--- config.mk ---
export PLATFORM = sky130hd
export DESIGN_NAME = cv32e40p_ft_ex_sched_flat
export DESIGN_NICKNAME = d
export VERILOG_FILES = /design/src/rtl/cv32e40p_ft_ex_sched_if.sv /design/src/rtl/cv32e40p_ft_ex_sched.sv /design/src/flat_wrapper.sv
export SDC_FILE = /design/constraint.sdc
export NUM_CORES = 1
export LEC_CHECK = 0
export BUFFER_PORTS_ARGS = -buffer_cell sky130_fd_sc_hd__buf_2
export CAP_MARGIN = 25
export CORE_MARGIN = 2
export CORE_UTILIZATION = 50
export DETAILED_ROUTE_END_ITERATION = 7
export GPL_TIMING_DRIVEN = 0
export PLACE_DENSITY = 0.66
export SLEW_MARGIN = 15
export SYNTH_ARGS = -nofsm -noshare
export SYNTH_HDL_FRONTEND = slang
export SYNTH_SLANG_ARGS = --single-unit
--- constraint.sdc ---
create_clock -name clk -period 5.9 [get_ports clk]
set_input_delay 1.18 -clock clk [delete_from_list [all_inputs] [get_ports clk]]
set_output_delay 1.18 -clock clk [all_outputs]
set_load 0.05 [all_outputs]
--- src/rtl/cv32e40p_ft_ex_sched_if.sv ---
// Handshake bundle between the EX-stage voter and the fault-tolerant scheduler.
// The scheduler takes the slave side; the pipeline/voter drives the master side.
interface cv32e40p_ft_ex_sched_if;
  logic       ex_ready_i;
  logic       vote_valid_i;
  logic [2:0] vote_err_i;
  logic       vote_mismatch_i;
  logic [2:0] sel_mux_ex_o;
  logic       retry_o;
  logic       stall_id_o;
  logic [2:0] unit_fault_o;
  logic       fatal_o;
  logic [1:0] state_o;

  modport slave (
    input  ex_ready_i, vote_valid_i, vote_err_i, vote_mismatch_i,
    output sel_mux_ex_o, retry_o, stall_id_o, unit_fault_o, fatal_o, state_o
  );

  modport master (
    output ex_ready_i, vote_valid_i, vote_err_i, vote_mismatch_i,
    input  sel_mux_ex_o, retry_o, stall_id_o, unit_fault_o, fatal_o, state_o
  );
endinterface

--- src/rtl/cv32e40p_ft_ex_sched.sv ---
// Redundancy scheduler for the EX stage: tracks per-replica vote errors, degrades
// TMR -> DMR -> FAIL, and requests instruction retries on voter disagreement.
module cv32e40p_ft_ex_sched #(
  parameter int unsigned ERR_THRESHOLD = 8,
  parameter int unsigned DECAY_PERIOD  = 256,
  parameter int unsigned MAX_RETRY     = 2
) (
  input  logic                 clk,
  input  logic                 rst_n,
  cv32e40p_ft_ex_sched_if.slave ex_bus
);
  localparam int unsigned     DW         = $clog2(DECAY_PERIOD);
  localparam logic [3:0]      THR        = 4'(ERR_THRESHOLD);
  localparam logic [3:0]      RETRY_MAX  = 4'(MAX_RETRY);
  localparam logic [DW-1:0]   DECAY_LAST = DW'(DECAY_PERIOD - 1);

  typedef enum logic [1:0] {
    ST_TMR   = 2'd0,
    ST_DMR   = 2'd1,
    ST_RETRY = 2'd2,
    ST_FAIL  = 2'd3
  } state_t;

  state_t          r_state, w_state_next;
  logic [2:0][3:0] r_cnt, w_cnt_next;
  logic [DW-1:0]   r_clean, w_clean_next;
  logic [3:0]      r_retry_cnt, w_retry_cnt_next, w_retry_inc;
  logic [2:0]      r_mask, w_mask_next;
  logic [2:0]      r_fault, w_fault_next;
  logic            r_retry, w_retry_next;
  logic            r_pend, w_pend_next;

  logic            w_vote, w_tmr_ctx, w_onehot, w_multi, w_mism;
  logic            w_clean_vote, w_decay, w_req;
  logic [2:0]      w_inc, w_dec, w_fault_set;
  logic [1:0]      w_pop;

  // Votes are read in TMR terms while all three replicas remain, otherwise in DMR terms;
  // this also tells a RETRY which mode it came from.
  assign w_vote       = ex_bus.vote_valid_i && (r_state != ST_FAIL);
  assign w_tmr_ctx    = (r_mask == 3'b111);
  assign w_onehot     = $onehot(ex_bus.vote_err_i);
  assign w_multi      = !$onehot0(ex_bus.vote_err_i);
  assign w_mism       = w_tmr_ctx ? w_multi : ex_bus.vote_mismatch_i;
  assign w_clean_vote = w_vote && (w_tmr_ctx ? (ex_bus.vote_err_i == 3'b000)
                                             : !ex_bus.vote_mismatch_i);
  assign w_decay      = w_clean_vote && (r_clean == DECAY_LAST);
  assign w_clean_next = !w_vote ? r_clean :
                        (w_clean_vote && !w_decay) ? r_clean + DW'(1) : '0;

  genvar gi;
  generate
    for (gi = 0; gi < 3; gi++) begin : g_replica
      assign w_inc[gi] = w_vote && w_tmr_ctx && w_onehot && ex_bus.vote_err_i[gi] && !r_fault[gi];
      assign w_dec[gi] = w_decay && !w_inc[gi] && !r_fault[gi] && (r_cnt[gi] != 4'd0);
      assign w_cnt_next[gi] = w_inc[gi] ? ((r_cnt[gi] == 4'd15) ? r_cnt[gi] : r_cnt[gi] + 4'd1) :
                              w_dec[gi] ? r_cnt[gi] - 4'd1 : r_cnt[gi];
      assign w_fault_set[gi] = w_inc[gi] && (w_cnt_next[gi] == THR);
    end
  endgenerate

  assign w_fault_next = r_fault | w_fault_set;
  assign w_mask_next  = r_mask & ~w_fault_set;
  assign w_pop        = 2'(w_mask_next[0]) + 2'(w_mask_next[1]) + 2'(w_mask_next[2]);
  assign w_retry_inc  = r_retry_cnt + 4'd1;

  always_comb begin
    w_state_next     = r_state;
    w_retry_cnt_next = r_retry_cnt;
    w_req            = 1'b0;
    w_retry_next     = 1'b0;
    w_pend_next      = 1'b0;
    if (w_vote) begin
      if (w_pop < 2'd2) begin
        w_state_next = ST_FAIL;
      end else if (w_mism) begin
        w_retry_cnt_next = w_retry_inc;
        if (w_retry_inc > RETRY_MAX) begin
          w_state_next = ST_FAIL;
        end else begin
          w_state_next = ST_RETRY;
          w_req        = 1'b1;
        end
      end else begin
        w_retry_cnt_next = '0;
        w_state_next     = (w_pop == 2'd3) ? ST_TMR : ST_DMR;
      end
    end
    // A retry request waits for EX to be ready and is then delivered as one pulse.
    if (w_state_next != ST_FAIL) begin
      if (ex_bus.ex_ready_i) w_retry_next = w_req || r_pend;
      else                   w_pend_next  = w_req || r_pend;
    end
  end

  always_ff @(posedge clk or negedge rst_n) begin
    if (!rst_n) begin
      r_state     <= ST_TMR;
      r_cnt       <= '0;
      r_clean     <= '0;
      r_retry_cnt <= '0;
      r_mask      <= 3'b111;
      r_fault     <= 3'b000;
      r_retry     <= 1'b0;
      r_pend      <= 1'b0;
    end else begin
      r_state     <= w_state_next;
      r_cnt       <= w_cnt_next;
      r_clean     <= w_clean_next;
      r_retry_cnt <= w_retry_cnt_next;
      r_mask      <= w_mask_next;
      r_fault     <= w_fault_next;
      r_retry     <= w_retry_next;
      r_pend      <= w_pend_next;
    end
  end

  assign ex_bus.sel_mux_ex_o = r_mask;
  assign ex_bus.retry_o      = r_retry;
  assign ex_bus.stall_id_o   = (r_state == ST_RETRY) || (r_state == ST_FAIL);
  assign ex_bus.unit_fault_o = r_fault;
  assign ex_bus.fatal_o      = (r_state == ST_FAIL);
  assign ex_bus.state_o      = r_state;
endmodule
--- src/flat_wrapper.sv ---
// flat-port wrapper written by rule: the top's interface ports become plain ports
module cv32e40p_ft_ex_sched_flat 
#(
  parameter int unsigned ERR_THRESHOLD = 8,
  parameter int unsigned DECAY_PERIOD  = 256,
  parameter int unsigned MAX_RETRY     = 2
)
  (clk, rst_n, ex_bus_ex_ready_i, ex_bus_vote_valid_i, ex_bus_vote_err_i, ex_bus_vote_mismatch_i, ex_bus_sel_mux_ex_o, ex_bus_retry_o, ex_bus_stall_id_o, ex_bus_unit_fault_o, ex_bus_fatal_o, ex_bus_state_o);
  cv32e40p_ft_ex_sched_if ex_bus_i ();
  input  logic clk;
  input  logic rst_n;
  input wire logic [$bits(ex_bus_i.ex_ready_i)-1:0] ex_bus_ex_ready_i;
  input wire logic [$bits(ex_bus_i.vote_valid_i)-1:0] ex_bus_vote_valid_i;
  input wire logic [$bits(ex_bus_i.vote_err_i)-1:0] ex_bus_vote_err_i;
  input wire logic [$bits(ex_bus_i.vote_mismatch_i)-1:0] ex_bus_vote_mismatch_i;
  output wire logic [$bits(ex_bus_i.sel_mux_ex_o)-1:0] ex_bus_sel_mux_ex_o;
  output wire logic [$bits(ex_bus_i.retry_o)-1:0] ex_bus_retry_o;
  output wire logic [$bits(ex_bus_i.stall_id_o)-1:0] ex_bus_stall_id_o;
  output wire logic [$bits(ex_bus_i.unit_fault_o)-1:0] ex_bus_unit_fault_o;
  output wire logic [$bits(ex_bus_i.fatal_o)-1:0] ex_bus_fatal_o;
  output wire logic [$bits(ex_bus_i.state_o)-1:0] ex_bus_state_o;
  assign ex_bus_i.ex_ready_i = ex_bus_ex_ready_i;
  assign ex_bus_i.vote_valid_i = ex_bus_vote_valid_i;
  assign ex_bus_i.vote_err_i = ex_bus_vote_err_i;
  assign ex_bus_i.vote_mismatch_i = ex_bus_vote_mismatch_i;
  assign ex_bus_sel_mux_ex_o = ex_bus_i.sel_mux_ex_o;
  assign ex_bus_retry_o = ex_bus_i.retry_o;
  assign ex_bus_stall_id_o = ex_bus_i.stall_id_o;
  assign ex_bus_unit_fault_o = ex_bus_i.unit_fault_o;
  assign ex_bus_fatal_o = ex_bus_i.fatal_o;
  assign ex_bus_state_o = ex_bus_i.state_o;
  cv32e40p_ft_ex_sched #(.ERR_THRESHOLD(ERR_THRESHOLD), .DECAY_PERIOD(DECAY_PERIOD), .MAX_RETRY(MAX_RETRY)) u_core (.clk(clk), .rst_n(rst_n), .ex_bus(ex_bus_i));
endmodule
==> metrics.yaml <==
timing:
  finalCriticalPeriod_ns: 4.05
  rsz0062_at_grt: "false"
  timing.final.crit_share_pct: 68.6
  timing.fmax_ghz: 0.247
  fin_skew_ns: 0.00197
  final-max-slew-violation-count: 0
  setup_viol: 0
  setup_tns_ns: 0
  slew_headroom_pct: 48.6
  worstMarginPinSlew_ns: 0.771
  hold_viol_final: 0
  timing.hold.ws_ns: 0.492
clocking:
  ctsHoldBuffers: 0
  cts.sinks: 34
  clk_latency_ns: 0.28
  cts.htree.levels: 2
  clk_pin_slew_ns: 0.07
  cts-buffers-inserted: 5
  cts_max_path_buffers: 2
  cts_resized: 0
  cts_tree: "done"
  root_buffer: "clkbuf_8"
  cts_setup_buffers: 0
critical_path:
  path_cells: "buf_2 -> inv_1 -> fa_1 -> nor4_1 -> nand3b_1 -> a22oi_1 -> fa_1 -> inv_1 -> nand2_1 -> a2111oi_0 -> a31oi_1 -> nor2b_1"
  critical-path-top-delay-family: "simple AND/OR/NAND/NOR gates"
  cp_slowest_cell: "nor4_1"
  criticalPathCategory: "primary input to flip-flop"
  crit_fanout: 9
  end_kind: "flip-flop"
  worst_ep_arrival_time_ns: 4.22
  start_kind: "primary input"
  required_ns: 6.07
  crit_buf_inv: 3
  crit_path_max_incr_delay_ns: 0.71
routing:
  wl_per_cell_um: 14.4
  routed_wl_um: 4560
  first_iter_violations: 87
  num_vias: 1841
  viasPerCell: 5.81
  drc: 0
  antenna_left: 0
  drt_pass1_iterations: 4
placement:
  dp_hpwl_um: 3280
  place.gp.congestion: 0.788
  numPortBuffers: 18
  place_area_um2: 2380
logic_synthesis:
  yosys_warnings: 0
  synth.yosys.seq_area_share_pct: 38.4
  syn-mean-instance-area_um2: 9.30
  synth-async-reset-ratio_pct: 100
  synth-edff-count: 0
  ys.flop_type: "dfrtp_1"
  synth_area_um2: 2220
  synth_top_area_share_pct: 34.9
  ys_types: 61
  syn_nets: 258
  netlist_instances: 239
  yosys.area.top_type: "dfrtp_1"
  synth_top_family_by_area: "simple AND/OR/NAND/NOR gates"
  synth.area.top_cells: "dfrtp_1 35%, ha_1 5.1%, nand2_1 3.7%, dfstp_2 3.5%, inv_1 3.2%"
  synthMuxAreaShare_pct: 2.36
  synth_compound_gate_area_share_pct: 22.2
  yosys.area_share.simple_pct: 24.0
  yosys.area_share.adder_pct: 6.87
  ys_ff_latch: 34
  synth_xor_area_share_pct: 1.58
floorplanning:
  ios: 19
  dieArea_um2: 5000
  num_rows: 24
  die_x_um: 70.7
  die_h_um: 70.7
  core_area_um2: 4320
  initial_utilization_pct: 51.4
outcome:
  status: "completed"
grt:
  grt_max_degree: 35
  grt_pass1_wl_um: 8080
  grt_usage_pct: 20.2
  grt_pass1_vias: 1733
  antenna_found_initial: 0
  grt_overflow: 0
final_layout:
  nNetsFinal: 283
  antenna_cells: 0
  final_util_pct: 57.1
  drive_gt1_share_pct: 17.7
  n_fill_cell: 416
  layout_common_cells: "31 x dfrtp_1, 22 x nand2_1, 19 x inv_1"
  area_growth_pct: 11.1
  layout_commonest_cell: "dfrtp_1"
  finalInstanceArea_um2: 2470
job:
  drv_cap: 0
pwr:
  power_density_nw_per_um2: 192
  peakVddDrop_mv: 0.110
  leakage_nw: 1.05
hold_path:
  worstHoldPathType: "flip-flop to flip-flop"
registers in the layout, indices dropped and copies added (netlist names):
register / flops
u_core.ex_bus.retry_o: 1
u_core.ex_bus.sel_mux_ex_o: 3
u_core.ex_bus.state_o: 2
u_core.ex_bus.unit_fault_o: 3
u_core.r_clean: 8
u_core.r_cnt: 12
u_core.r_pend: 1
u_core.r_retry_cnt: 4
metrics by stage:
stage	std cells	setup WS, ns	power [mW]
2_1_floorplan	239	2.29	0.283
6_report	317	1.85	0.474
4_1_cts	317	1.83	0.481
3_3_place_gp	309	1.56	0.300
3_5_place_dp	309	1.51	0.301
5_1_grt	317	1.56	0.502
worst register-to-register path: stages, from the launching register on:
cell,delay (ns)
dfrtp_1,0.35
clkbuf_1,0.27
inv_1,0.08
ha_1,0.23
a2111o_1,0.39
nor3_2,0.38
o31a_1,0.20
a22oi_1,0.11
fa_1,0.42
inv_1,0.08
nand2_1,0.17
a2111oi_0,0.55
a31oi_1,0.12
nor2b_1,0.13
cells in the mapped netlist, types with 4 or more instances:
master,n
nand2b_1,7
clkbuf_1,5
o31ai_1,4
nand3_1,13
nor3_1,6
nand2_1,22
nor2_1,15
dfrtp_1,31
ha_1,9
nand4_1,4
nor2b_1,4
o21ai_0,12
or3_1,5
inv_1,19
a21oi_1,8
o211ai_1,4
per-layer routing:
metal / global-route usage [%] / wire [um]
met1: 27.7 / 2300
met2: 32.3 / 2100
met3: 4.70 / 138
met5: 0 / 0
met4: 5.66 / 29
final cells by class:
class	count	area [um^2]	area share, %
clock inverters	1	5.00	0.203
well taps	52	65.1	2.63
inverters	19	71.3	2.89
clock buffers	7	86.3	3.50
plain buffers	6	30.0	1.22
repair buffers	18	90.1	3.65
flip-flops and latches	34	855	34.6
multi-input cells	180	1270	51.3
power by group:
group	total, mW	leakage (nW)	switching, mW	internal (mW)
Combinational	0.0462	0.581	0.0263	0.0199
Clock	0.178	0.0482	0.0838	0.0941
Sequential	0.250	0.420	0.00904	0.241
worst paths after layout:
check	start	end	slack, ns	cells after the start
min reg2reg	u_core.r_clean[6]$_DFFE_PN0N_	u_core.r_clean[6]$_DFFE_PN0N_	0.49	1
max reg2reg	u_core.r_cnt[8]$_DFF_PN0_	u_core.ex_bus.retry_o$_DFF_PN0_	2.34	13
max	ex_bus_vote_err_i[0]	u_core.ex_bus.retry_o$_DFF_PN0_	1.85	12
min in group asynchronous	rst_n	u_core.r_cnt[4]$_DFF_PN0_	0.97	1
min	u_core.r_clean[6]$_DFFE_PN0N_	u_core.r_clean[6]$_DFFE_PN0N_	0.49	1
max in group asynchronous	rst_n	u_core.r_retry_cnt[0]$_DFFE_PN0P_	4.45	1
kinds of logic after synthesis:
logic type                 Yosys count
xor gates and xnor gates             4
muxes                                5
AOI/OAI and AO/OA                   64
adders and majority gates           11
and+or+nand+nor                     96
DFF                                 34
buffers and inverters               25
(Power assumes the default switching activity.)
